$ cat src/rtl/fifo_bram_pkg.sv
// Shared FSM encoding and default geometry for the FIFO-to-BRAM ping-pong writer.
package fifo_bram_pkg;

  localparam int ADDR_W_DEFAULT = 12;

  typedef enum logic [1:0] {
    ST_IDLE     = 2'd0,
    ST_WRITE    = 2'd1,
    ST_WAIT_ACK = 2'd2
  } state_e;

endpackage

$ cat src/rtl/fifo_bram_writer.sv
// Drains a FWFT FIFO into a BRAM split into two halves that are handed to the PS
// in ping-pong fashion; each published half raises half_ready and pulses irq.
module fifo_bram_writer
  import fifo_bram_pkg::*;
#(
  parameter int ADDR_W = ADDR_W_DEFAULT
) (
  input  logic              clk,
  input  logic              rst,
  input  logic              enable,
  input  logic              fifo_empty,
  input  logic [31:0]       fifo_rd_data,
  output logic              fifo_rd_en,
  output logic              bram_en,
  output logic              bram_we,
  output logic [ADDR_W-1:0] bram_addr,
  output logic [31:0]       bram_din,
  input  logic [1:0]        half_ack,
  output logic [1:0]        half_ready,
  output logic [ADDR_W-1:0] half_count0,
  output logic [ADDR_W-1:0] half_count1,
  output logic              irq,
  output logic [31:0]       stall_cycles,
  output logic [31:0]       words_written
);

  localparam int                PTR_W    = ADDR_W - 1;
  localparam logic [PTR_W-1:0]  PTR_LAST = {PTR_W{1'b1}};

  function automatic logic [31:0] sat_inc(input logic [31:0] v);
    return (v == 32'hFFFF_FFFF) ? v : v + 32'd1;
  endfunction

  state_e            state_q, state_d;
  logic              cur_half_q, cur_half_d;
  logic [PTR_W-1:0]  wr_ptr_q, wr_ptr_d;
  logic [1:0]        half_ready_q, half_ready_d;
  logic [ADDR_W-1:0] half_count0_q, half_count0_d;
  logic [ADDR_W-1:0] half_count1_q, half_count1_d;
  logic              irq_q, irq_d;
  logic              bram_wr_q, bram_wr_d;
  logic [ADDR_W-1:0] bram_addr_q, bram_addr_d;
  logic [31:0]       bram_din_q, bram_din_d;
  logic [31:0]       stall_q, stall_d;
  logic [31:0]       words_q, words_d;

  logic              pop_s;
  logic              full_s;
  logic              publish_s;
  logic [ADDR_W-1:0] fill_s;

  // fill_s is the word count of the current half including this cycle's pop,
  // so a pop into the last slot yields exactly HALF_WORDS.
  assign pop_s  = !rst && (state_q == ST_WRITE) && !fifo_empty && !half_ready_q[cur_half_q];
  assign full_s = pop_s && (wr_ptr_q == PTR_LAST);
  assign fill_s = {1'b0, wr_ptr_q} + {{PTR_W{1'b0}}, pop_s};

  assign fifo_rd_en = pop_s;

  // Next-state: FSM, write pipeline, half bookkeeping and status counters.
  always_comb begin
    state_d       = state_q;
    cur_half_d    = cur_half_q;
    half_count0_d = half_count0_q;
    half_count1_d = half_count1_q;
    stall_d       = stall_q;
    irq_d         = 1'b0;
    publish_s     = 1'b0;
    bram_wr_d     = pop_s;
    half_ready_d  = half_ready_q & ~half_ack;

    if (pop_s) begin
      bram_addr_d = {cur_half_q, wr_ptr_q};
      bram_din_d  = fifo_rd_data;
      wr_ptr_d    = wr_ptr_q + 1'b1;
      words_d     = sat_inc(words_q);
    end else begin
      bram_addr_d = bram_addr_q;
      bram_din_d  = bram_din_q;
      wr_ptr_d    = wr_ptr_q;
      words_d     = words_q;
    end

    case (state_q)
      ST_IDLE: begin
        if (enable) begin
          state_d = half_ready_d[cur_half_q] ? ST_WAIT_ACK : ST_WRITE;
        end else begin
          state_d = ST_IDLE;
        end
      end
      ST_WRITE: begin
        if (full_s) begin
          publish_s = 1'b1;
          if (!enable) begin
            state_d = ST_IDLE;
          end else if (half_ready_d[~cur_half_q]) begin
            state_d = ST_WAIT_ACK;
          end else begin
            state_d = ST_WRITE;
          end
        end else if (!enable) begin
          // A word popped in this same cycle is still counted into the partial half.
          publish_s = (fill_s != {ADDR_W{1'b0}});
          state_d   = ST_IDLE;
        end else begin
          state_d = ST_WRITE;
        end
      end
      ST_WAIT_ACK: begin
        stall_d = sat_inc(stall_q);
        if (!enable) begin
          state_d = ST_IDLE;
        end else if (!half_ready_d[cur_half_q]) begin
          state_d = ST_WRITE;
        end else begin
          state_d = ST_WAIT_ACK;
        end
      end
      default: begin
        state_d = ST_IDLE;
      end
    endcase

    // Publishing is applied after the ack clear so that a same-cycle set wins.
    if (publish_s) begin
      half_ready_d[cur_half_q] = 1'b1;
      if (cur_half_q) begin
        half_count1_d = fill_s;
      end else begin
        half_count0_d = fill_s;
      end
      irq_d      = 1'b1;
      cur_half_d = ~cur_half_q;
      wr_ptr_d   = {PTR_W{1'b0}};
    end else begin
      irq_d = 1'b0;
    end
  end

  // State and registered outputs; reset also discards any in-flight BRAM write.
  always_ff @(posedge clk) begin
    if (rst) begin
      state_q       <= ST_IDLE;
      cur_half_q    <= 1'b0;
      wr_ptr_q      <= {PTR_W{1'b0}};
      half_ready_q  <= 2'b00;
      half_count0_q <= {ADDR_W{1'b0}};
      half_count1_q <= {ADDR_W{1'b0}};
      irq_q         <= 1'b0;
      bram_wr_q     <= 1'b0;
      bram_addr_q   <= {ADDR_W{1'b0}};
      bram_din_q    <= 32'h0000_0000;
      stall_q       <= 32'h0000_0000;
      words_q       <= 32'h0000_0000;
    end else begin
      state_q       <= state_d;
      cur_half_q    <= cur_half_d;
      wr_ptr_q      <= wr_ptr_d;
      half_ready_q  <= half_ready_d;
      half_count0_q <= half_count0_d;
      half_count1_q <= half_count1_d;
      irq_q         <= irq_d;
      bram_wr_q     <= bram_wr_d;
      bram_addr_q   <= bram_addr_d;
      bram_din_q    <= bram_din_d;
      stall_q       <= stall_d;
      words_q       <= words_d;
    end
  end

  assign bram_en       = bram_wr_q;
  assign bram_we       = bram_wr_q;
  assign bram_addr     = bram_addr_q;
  assign bram_din      = bram_din_q;
  assign half_ready    = half_ready_q;
  assign half_count0   = half_count0_q;
  assign half_count1   = half_count1_q;
  assign irq           = irq_q;
  assign stall_cycles  = stall_q;
  assign words_written = words_q;

endmodule

$ cat config.mk
export PLATFORM = sky130hd
export DESIGN_NAME = fifo_bram_writer
export DESIGN_NICKNAME = d
export VERILOG_FILES = /design/src/rtl/fifo_bram_pkg.sv /design/src/rtl/fifo_bram_writer.sv
export SDC_FILE = /design/constraint.sdc
export NUM_CORES = 1
export LEC_CHECK = 0
export CAP_MARGIN = 30
export CORE_UTILIZATION = 51
export CTS_BUF_LIST = sky130_fd_sc_hd__clkbuf_8
export DETAILED_ROUTE_END_ITERATION = 10
export PLACE_DENSITY = 0.83
export RECOVER_POWER = 50
export SETUP_SLACK_MARGIN = 0.02
export SLEW_MARGIN = 20
export SYNTH_ARGS = -nofsm -noshare
export SYNTH_HDL_FRONTEND = slang
export SYNTH_SLANG_ARGS = --single-unit
$ cat constraint.sdc
create_clock -name clk -period 13.5 [get_ports clk]
set_input_delay 4.05 -clock clk [delete_from_list [all_inputs] [get_ports clk]]
set_output_delay 4.05 -clock clk [all_outputs]
set_load 0.01 [all_outputs]
-- Word level (Yosys, flattened, before mapping)
Cells that the tools add are included.
Widths: inputs -> output; s select.
- latch bits: 0
- logic and storage cells: 66
- input bits: 38
- memories kept: 0
- memory bits (writable): 0
- flip-flop bits (word level): 150
- bits in read-only memories: 0
- output and inout port bits: 138
- order comparisons: 3
- bitwise logic cells: 6
- $mul: 0
- shifts and indexed selects: 0
- div/mod/pow operators: 0
- multiplexer cells: 20
- add/sub/neg operators: 4
- reduce and logical (&&, ||, !) cells: 16
- eq/ne operators: 5
- operators by type and width (cell ; number):
    $add 32x1->32 const B ; 2
    $eq 32x32->1 const B ; 2
    $add 11x1->12 ; 1
    $mux 1 ; 12
    $mux 2 ; 6
    $reduce_bool 12->1 ; 1
    $add 11x1->11 const B ; 1
    $eq 11x11->1 const B ; 1
    $reduce_and 2->1 ; 4
    $logic_and 1x1->1 ; 5
    $lt 1x2->1 const B ; 2
    $pmux 2 s2 ; 1
    $reduce_or 2->1 ; 2
    $logic_not 1->1 ; 3
    $not 1->1 ; 3
    $and 2x2->2 ; 1
    $eq 2x1->1 const B ; 1
    $eq 2x2->1 const B ; 1
    $logic_not 2->1 ; 1
    $not 2->2 ; 1
    $or 2x2->2 ; 1
    $demux 1 s1 ; 1
    $ge 1x1->1 const B ; 1

-- Logic depth before layout (Yosys ltp)
Gate-level depths: netlist of run 1.
- depth in word-level cells: 10
- gate-level depth with buffers: 14
- depth with buffers taken out: 11

-- Worst setup path after synthesis of run 1
OpenSTA, ideal clock, no wires.
- kind: in2out
- from: input port rst
- to: output port fifo_rd_en
- setup slack: 4.168 ns
- stages: 4
- arrival: 5.282 ns
- cell sequence: or4b_4 -> or2_1 -> inv_1 -> clkbuf_1
- longest elaborated chain between the ends: 4
- ends and longest elaborated chain (item ; line ; RTL):
    start, declared ; fifo_bram_writer.sv:9 ; input logic rst,
    $logic_not 1->1 ; fifo_bram_writer.sv:54 ; assign pop_s = !rst && (state_q == ST_WRITE) && !fifo_empty && !half_ready_q[cur_half_q];
    $logic_and 1x1->1 (3 in a row) ; fifo_bram_writer.sv:54 ;
    end, declared ; fifo_bram_writer.sv:13 ; output logic fifo_rd_en,
No other way between the ends.

-- Worst setup path after layout of run 1
Ends and elaborated chain as after synthesis.

==> results of run 1 <==
## per-stage QoR
step	instance area (µm²)	utilization [%]	cells	worst slack, ps	hold WS [ps]
4_1_cts	8930	70.5	1129	3410	456
3_3_place_gp	8440	66.6	1095	3410	440
5_1_grt	8930	70.5	1130	3340	465
6_report	8930	70.5	1130	3410	450
3_5_place_dp	8450	66.7	1097	3420	445
2_1_floorplan	6630	-	790	4170	481
## worst reg2reg max path, cell delays in order (launching register included)
cell	delay, ps
dfxtp_1	420
or4b_4	510
or2_2	360
inv_1	90
buf_4	430
ha_1	330
ha_1	250
nand3_1	240
o41ai_1	390
a22oi_1	110
nor3_1	450
or3b_1	660
mux2_1	390
## cell type report
cell class	count	share of cell area, %
Clock inverter	9	1.89
Multi-Input combinational cell	585	38.2
Tap cell	172	2.41
Sequential cell	150	33.6
Timing Repair Buffer	182	20.0
Inverter	9	0.378
Clock buffer	23	3.54
## worst paths after layout
check,slack [ps],cells after the start,endpoint,from
worst max-delay path,3410,5,fifo_rd_en,rst
worst max register to register,8770,12,half_count1[3]$_SDFFE_PP0P_,state_q[0]$_SDFF_PP0_
worst min register to register,450,2,bram_din[4]$_SDFFE_PP0N_,bram_din[4]$_SDFFE_PP0N_
worst min-delay path,450,2,bram_din[4]$_SDFFE_PP0N_,bram_din[4]$_SDFFE_PP0N_
## cells by family (layout without fill, tap and decap cells)
| logic type | count (synthesis) | count (layout) | synth area share [%] |
|---|---|---|---|
| simple gates | 384 | 384 | 28.2 |
| fa+ha+maj | 5 | 5 | 0.944 |
| mux | 28 | 28 | 4.32 |
| flops | 150 | 150 | 45.3 |
| xor+xnor | 76 | 76 | 10.0 |
| buf+inv | 55 | 223 | 3.42 |
| compound gates | 92 | 92 | 7.78 |
## flip-flops by register name (all words and copies together) (netlist names)
signal         count
half_ready         2
bram_addr         12
words_written     32
stall_cycles      32
bram_din          32
state_q            2
wr_ptr_q          11
bram_en            1
cur_half_q         1
half_count0       12
irq                1
half_count1       12
## cell usage in the layout (no fill, tap or decap), types with 23 or more instances in the layout
cell and count:
dfxtp_1 150, nand2_1 121, dlygate4sd3_1 110, nor2_1 88, clkdlybuf4s50_1 64, a21oi_1 58, xor2_1 44, xnor2_1 32
nand4_1 30, nand2b_1 30, nand3_1 27, nor3_1 24, mux2i_1 23, clkbuf_8 23
## synth_stat cells (3+ instances only)
master / number
and4_1: 10
a211oi_1: 3
nor4_1: 12
a31oi_1: 3
mux2i_1: 23
nor2b_1: 5
clkbuf_1: 40
xor2_1: 44
and2_1: 4
dfxtp_1: 150
ha_1: 5
a21oi_1: 58
and3_1: 11
inv_1: 9
nand4b_1: 3
o21ai_0: 14
nor2_1: 88
nand2_1: 121
nand4_1: 30
nor3_1: 24
mux2_1: 3
a211o_1: 3
xnor2_1: 32
nand3_1: 27
nand2b_1: 30
or3_1: 9
## routing by layer
layer | GRT usage, % | up-vias | share of wire [%] | wire [µm]
li1 | - | 3010 | - | -
met1 | 30.7 | 2795 | 44 | 7000
met2 | 39.2 | 169 | 48 | 7610
met3 | 7.69 | 22 | 7.4 | 1180
met4 | 8.97 | 0 | 1.3 | 212
met5 | 0 | - | 0 | 0
## report_power, final
part	switching, mW	internal (mW)	total, mW
clock network	0.161	0.249	0.409
registers	0.00175	0.445	0.446
logic	0.0163	0.0169	0.0332
total	0.179	0.710	0.889
==> reports/metrics.yaml, run 1 <==
finalSetupViolCount: 0
multi_input_area_um2: 3410
finalHoldViolations: 0
drt-pass1-iter-count: 5
vias: 5996
drive_gt1_share_pct: 4.49
drc: 0
drv_slew: 118
core_area_um2: 12700
wire_per_inst_um: 14.2
maxSlewHeadroom_pct: -85.4
overflow: 0
syn_area_per_cell_um2: 8.39
synth_seq_cells: 150
drtAntennaViolNets: 0
gp_congestion: 0.833
drt-vias-per-instance: 5.31
cts_root_buffer: "clkbuf_8"
ys_seq_area_share_pct: 45.3
clkTransAtPathRegs_ps: 70
p_total_mw: 0.889
die_x_um: 116
synth_edf_count: 0
worstPathRequired_ps: 9450
synth.distinct_cells: 50
status: "finished with violations"
violations: "max-capacitance violations, max-slew violations"
max_stage_delay_ps: 630
worst_pin_slew_ps: 2780
syn_nets: 833
syn_area_um2: 6630
worst-path-buf-inv: 3
antenna_found_initial: 0
fmax_mhz: 99.1
path_max_fanout: 83
post_cts_resized: 0
port_buffers: 175
grt_pass1_vias: 5421
synth-async-reset-ratio_pct: 0
regArea_um2: 3000
ys_top_cells_by_area: "dfxtp_1 (45%), nand2_1 (6.9%), xor2_1 (5.8%), nor2_1 (5.0%), a21oi_1 (4.4%)"
fin_crit_sh_pct: 74.7
fillers: 1024
min_period_ps: 10090
h-tree-depth: 4
crit_chain: "buf_4 -> or4b_4 -> or2_2 -> inv_1 -> clkdlybuf4s50_1"
cts_tree: "done"
yosysWarningCount: 0
cts.path.max_buffers: 2
ctsHoldBuffers: 0
n_antenna_cell: 0
rows: 41
clkLatencyLatePin_ps: 450
crit_family: "simple AND/OR/NAND/NOR gates"
final_nets: 988
clock-sinks: 150
critical_path_class: "primary input to output port"
skew_ps: 12.5
ys.flop_type: "dfxtp_1"
cp.arrival_ps: 6040
crit_path_end_kind: "output port"
slowest_stage: "or4b_4"
routed_wirelength_um: 16000
rsz0062_at_grt: "no"
syn2layout_area_growth_pct: 34.7
yosysTopAreaCell: "dfxtp_1"
die-area_um2: 13500
maxCapViolCount: 2
synth_top_area_share_pct: 45.3
grt_first_pass_wirelength_um: 25900
dp_hpwl_um: 11200
drt_iter0_drc: 493
tns_ps: 0
die_y_um: 116
p_per_area_nw_per_um2: 99.6
grt_max_degree: 84
hp-class: "flop to flop"
cp-start-kind: "primary input"
max-vdd-ir-drop_mv: 0.103
synth_cells: 790
leakage_nw: 3.53
grt_usage_pct: 24.4
start_util_pct: 52.3
postCtsSetupRepairBufs: 0
cts_made_buffers: 17
io_pins: 176
Power figures use the tool's default switching activity.
==> run 2, diff against run 1 <==
Settings changed: CORE_UTILIZATION 51 to 50, PLACE_DENSITY 0.83 to 0.82.
Clock period 13.5 ns to 9.8 ns, I/O delays scaled along.
==> reports/metrics.yaml, run 2 (synthesized netlist as in run 1, its figures left out) <==
fin_ws_ps: 1870
cp-start-kind: "primary input"
hp-class: "flop to flop"
tns_ps: 0
post_cts_resized: 0
drv_slew: 116
start_util_pct: 51.9
antenna_found_initial: 0
layout_commonest_cell: "dfxtp_1"
rsz0062_at_grt: "no"
postCtsSetupRepairBufs: 0
n_antenna_cell: 0
rrSetupSlack_ps: 5060
die_y_um: 117
startpoint: "rst"
grt_max_degree: 85
p_sw_mw: 0.238
routed_wirelength_um: 16200
cts_root_buffer: "clkbuf_8"
endpoint: "fifo_rd_en"
grt_pass1_vias: 5443
worst_pin_slew_ps: 2570
pwr-share-seq_pct: 55.9
cp.arrival_ps: 4990
reg2reg_to: "half_count1[3]$_SDFFE_PP0P_"
worstPathRequired_ps: 6860
h-tree-depth: 4
vias: 5939
drt-vias-per-instance: 5.26
fin_crit_sh_pct: 80.9
final_nets: 988
clock-sinks: 150
status: "finished with violations"
drtAntennaViolNets: 0
drive_gt1_share_pct: 3.97
ff2ff_path_depth: 12
io_pins: 176
intPower_mw: 0.863
p_sw_share_pct: 21.6
cts_tree: "done"
die-area_um2: 13700
clkTransAtPathRegs_ps: 70
grt_usage_pct: 24.8
drt-pass1-iter-count: 5
finalHoldViolations: 0
cts_made_buffers: 17
overflow: 0
skew_ps: 14.7
clkPwrFrac_pct: 39.9
drc: 0
rr_startpoint: "state_q[0]$_SDFF_PP0_"
core_area_um2: 12800
cts.path.max_buffers: 2
layout_common_cells: "dfxtp_1 (150), nand2_1 (121), dlygate4sd3_1 (110), nor2_1 (88), clkdlybuf4s50_1 (64)"
drt_iter0_drc: 488
critical_path_class: "primary input to output port"
gp_congestion: 0.872
path_max_fanout: 84
place_ws_ps: 1900
finalSetupViolCount: 0
fmax_mhz: 126
die_x_um: 117
combPwrFrac_pct: 4.2
maxSlewHeadroom_pct: -71.1
min_period_ps: 7930
grt_first_pass_wirelength_um: 26400
dp_hpwl_um: 11200
p_per_area_nw_per_um2: 125
ctsHoldBuffers: 0
violations: "max-capacitance violations, max-slew violations"
clkLatencyLatePin_ps: 460
syn2layout_area_growth_pct: 32.9
max-vdd-ir-drop_mv: 0.110
leakage_nw: 3.49
maxCapViolCount: 2
port_buffers: 175
rows: 41
crit_path_end_kind: "output port"
wire_per_inst_um: 14.4
[run 2: how the worst min path moves through the flow]
stage | start | end | slack, ps | depth (start not counted)
2_1_floorplan | bram_addr[0]$_SDFFE_PP0N_ | bram_addr[0]$_SDFFE_PP0N_ | 480 | 2
3_3_place_gp | bram_din[20]$_SDFFE_PP0N_ | bram_din[20]$_SDFFE_PP0N_ | 440 | 2
3_5_place_dp | bram_addr[3]$_SDFFE_PP0N_ | bram_addr[3]$_SDFFE_PP0N_ | 450 | 2
4_1_cts | bram_addr[3]$_SDFFE_PP0N_ | bram_addr[3]$_SDFFE_PP0N_ | 460 | 2
5_1_grt | bram_addr[10]$_SDFFE_PP0N_ | bram_addr[10]$_SDFFE_PP0N_ | 480 | 2
6_report | bram_addr[7]$_SDFFE_PP0N_ | bram_addr[7]$_SDFFE_PP0N_ | 450 | 2
[run 2: through the flow]
stage / cell area [µm²] / total power, mW / hold slack, ps / util [%] / cells
finish: 8810 / 1.10 / 449 / 69.0 / 1129
global placement: 8440 / 0.676 / 441 / 66.1 / 1095
global route: 8810 / 1.14 / 476 / 69.0 / 1129
floorplan: 6630 / 0.651 / 481 / - / 790
detailed placement: 8440 / 0.677 / 447 / 66.1 / 1096
CTS: 8810 / 1.11 / 455 / 69.0 / 1127
[run 2: layout make-up]
| type | count | area [µm²] |
|---|---|---|
| clock buffers | 22 | 303 |
| repair buffers | 182 | 1790 |
| fillers | 1058 | 3960 |
| flip-flops and latches | 150 | 3000 |
| multi-input cells | 585 | 3410 |
| clock inverters | 9 | 62.6 |
| inverters | 9 | 33.8 |
| well taps | 172 | 215 |
[run 2: critical path, stage by stage]
cell and delay, ps:
buf_4 350, or4b_4 650, or2_2 380, inv_1 90, clkdlybuf4s50_1 530
[run 2: layer usage]
| layer | up-vias | GRT usage [%] | share of wire, % |
|---|---|---|---|
| li1 | 3007 | - | - |
| met1 | 2735 | 32.6 | 46 |
| met2 | 182 | 38.2 | 47 |
| met3 | 15 | 9.47 | 7.0 |
| met4 | 0 | 6.08 | 0.86 |
| met5 | - | 0 | 0 |
[run 2: power groups by stage]
stage / clock network [mW] / logic (mW) / registers (mW)
2_1_floorplan: 0 / 0.0201 / 0.631
3_3_place_gp: 0 / 0.0469 / 0.629
3_5_place_dp: 0 / 0.0472 / 0.630
4_1_cts: 0.449 / 0.0474 / 0.615
5_1_grt: 0.476 / 0.0504 / 0.616
6_report: 0.439 / 0.0460 / 0.615
==> patch: new RTL, flow settings as in run 2 <==
`ADDR_W_DEFAULT`: 12 -> 14.
--- a/src/rtl/fifo_bram_pkg.sv
+++ b/src/rtl/fifo_bram_pkg.sv
@@ -1,7 +1,7 @@
 // Shared FSM encoding and default geometry for the FIFO-to-BRAM ping-pong writer.
 package fifo_bram_pkg;
 
-  localparam int ADDR_W_DEFAULT = 12;
+  localparam int ADDR_W_DEFAULT = 14;
 
   typedef enum logic [1:0] {
     ST_IDLE     = 2'd0,
Interface: changed (resized bram_addr, half_count0 and half_count1); port bits go from 176 to 182. No check against the original RTL was run, so the function may have changed too.
==> patch against run 2 <==
- the flow still finishes with violations (capacitance limit, slew limit)
- critical path depth is the same
- final area grew 5.3%
- sequential power rose by 5.7%
- combinational power is 16% higher
- wire length up 8.0%
- largest power group unchanged
- total power increased by 0.34%
- core utilization fell by 2.1 points
- highest routed layer unchanged
- area after synthesis up 7.7%
- largest cell class unchanged
- worst setup slack got worse by 0.081 ns
- sequential cell count increased by 8
- via count increased by 6.3%
- critical path type unchanged
- fmax down 1.0%
- first-iteration DRC count down 20%
==> patch: results (changes against run 2) <==
outcome: "finished, violations left"
violations: "capacitance limit, slew limit"
num_vias: 6312  # +6.3%
clock_path_buffers: 2  # unchanged
worstPathArrival_ns: 5.07  # +0.08 ns
port_buffers: 181  # +3.4%
worst_pin_slew_ns: 2.39  # -0.180 ns
critPathMaxStageDelay_ns: 0.98  # +0.33 ns
fin_worst_skew_ns: 0.00827  # -0.00648 ns
fill_cells: 1159  # +9.5%
ys_seq_area_frac: 0.443  # -0.00980
maxSlewViolCount: 56  # -52%
clk_pin_slew_ns: 0.07  # about the same
first_iter_violations: 390  # -20%
synthTopCellsByArea: "dfxtp_1 (44%), nand2_1 (6.5%), xnor2_1 (6.4%)"
gp_congestion: 0.909  # +4.3%
final_nets: 1027  # +3.9%
cts_buffers: 17  # unchanged
synth.net_count: 872  # +4.7%
place_hpwl_um: 12200  # +8.5%
crit_fanout: 89  # +6.0%
root_buffer: "clkbuf_8"
ys_types: 54  # +8.0%
wl_um: 17500  # +8.0%
peakVddDrop_mv: 0.0747  # -32%
r2r-start: "state_q[0]$_SDFF_PP0_"
track_usage: 0.240  # -0.00778
holdCritStartpoint: "bram_din[9]$_SDFFE_PP0N_"
grt_pass1_wl_um: 28000  # +6.0%
yosys-top-cells-count: "dfxtp_1 (158), nand2_1 (124), nor2_1 (72)"
drive_gt1_frac: 0.0594  # +0.0197
grt_pass1_vias: 5716  # +5.0%
drv_cap: 1  # -1
grt_max_degree: 90  # +5.9%
[patch: kinds of logic after synthesis]
logic type               count (synthesis)  share of synthesized area
AO/OA/AOI/OAI                          101                     0.0857
multiplexers                            35                     0.0510
AND/OR/NAND/NOR                        394                      0.281
flip-flops                             158                      0.443
XOR/XNOR                                74                     0.0908
buffers and inverters                   62                     0.0400
adder cells (fa/ha/maj)                  5                    0.00876
[patch: path summary, 6_finish.rpt]
check | to | slack, ns
worst min register to register | bram_din[9]$_SDFFE_PP0N_ | 0.45
worst max-delay path | fifo_rd_en | 1.79
worst max register to register | half_count1[4]$_SDFFE_PP0P_ | 4.98
worst min-delay path | bram_din[9]$_SDFFE_PP0N_ | 0.45
[patch: report_power, final]
| part | internal, mW | switching (mW) | total, mW |
|---|---|---|---|
| combinational | 0.0262 | 0.0270 | 0.0532 |
| sequential | 0.646 | 0.00376 | 0.650 |
| clock | 0.183 | 0.218 | 0.401 |
[patch: per-stage QoR]
stage / cell area, um^2 / worst slack, ns / std cells / hold WS (ns) / total power, mW
2_1_floorplan: 7140 / 2.78 / 829 / 0.481 / 0.691
3_3_place_gp: 8950 / 2.19 / 1141 / 0.441 / 0.719
3_5_place_dp: 8960 / 2.12 / 1142 / 0.447 / 0.719
4_1_cts: 9270 / 2.12 / 1170 / 0.458 / 1.11
5_1_grt: 9280 / 1.63 / 1173 / 0.469 / 1.14
6_report: 9280 / 1.79 / 1173 / 0.453 / 1.10
[patch: layout make-up]
cell class	count	share of cell area
clock buffers	20	0.0297
repair buffers	189	0.201
clock inverters	8	0.00351
flip-flops and latches	158	0.341
multi-input cells	609	0.397
inverters	9	0.00364
well taps	180	0.0243
[patch: routing by layer]
layer / up-vias / track usage / share of wire
met5: - / 0 / 0
met4: 0 / 0.108 / 0.018
met2: 187 / 0.398 / 0.50
li1: 3142 / - / -
met1: 2952 / 0.298 / 0.43
met3: 31 / 0.0475 / 0.050
[patch: critical path, delay by kind of cell]
family	cells	cell delay, ns
simple gates	2	1.07
buf+inv	3	1.05
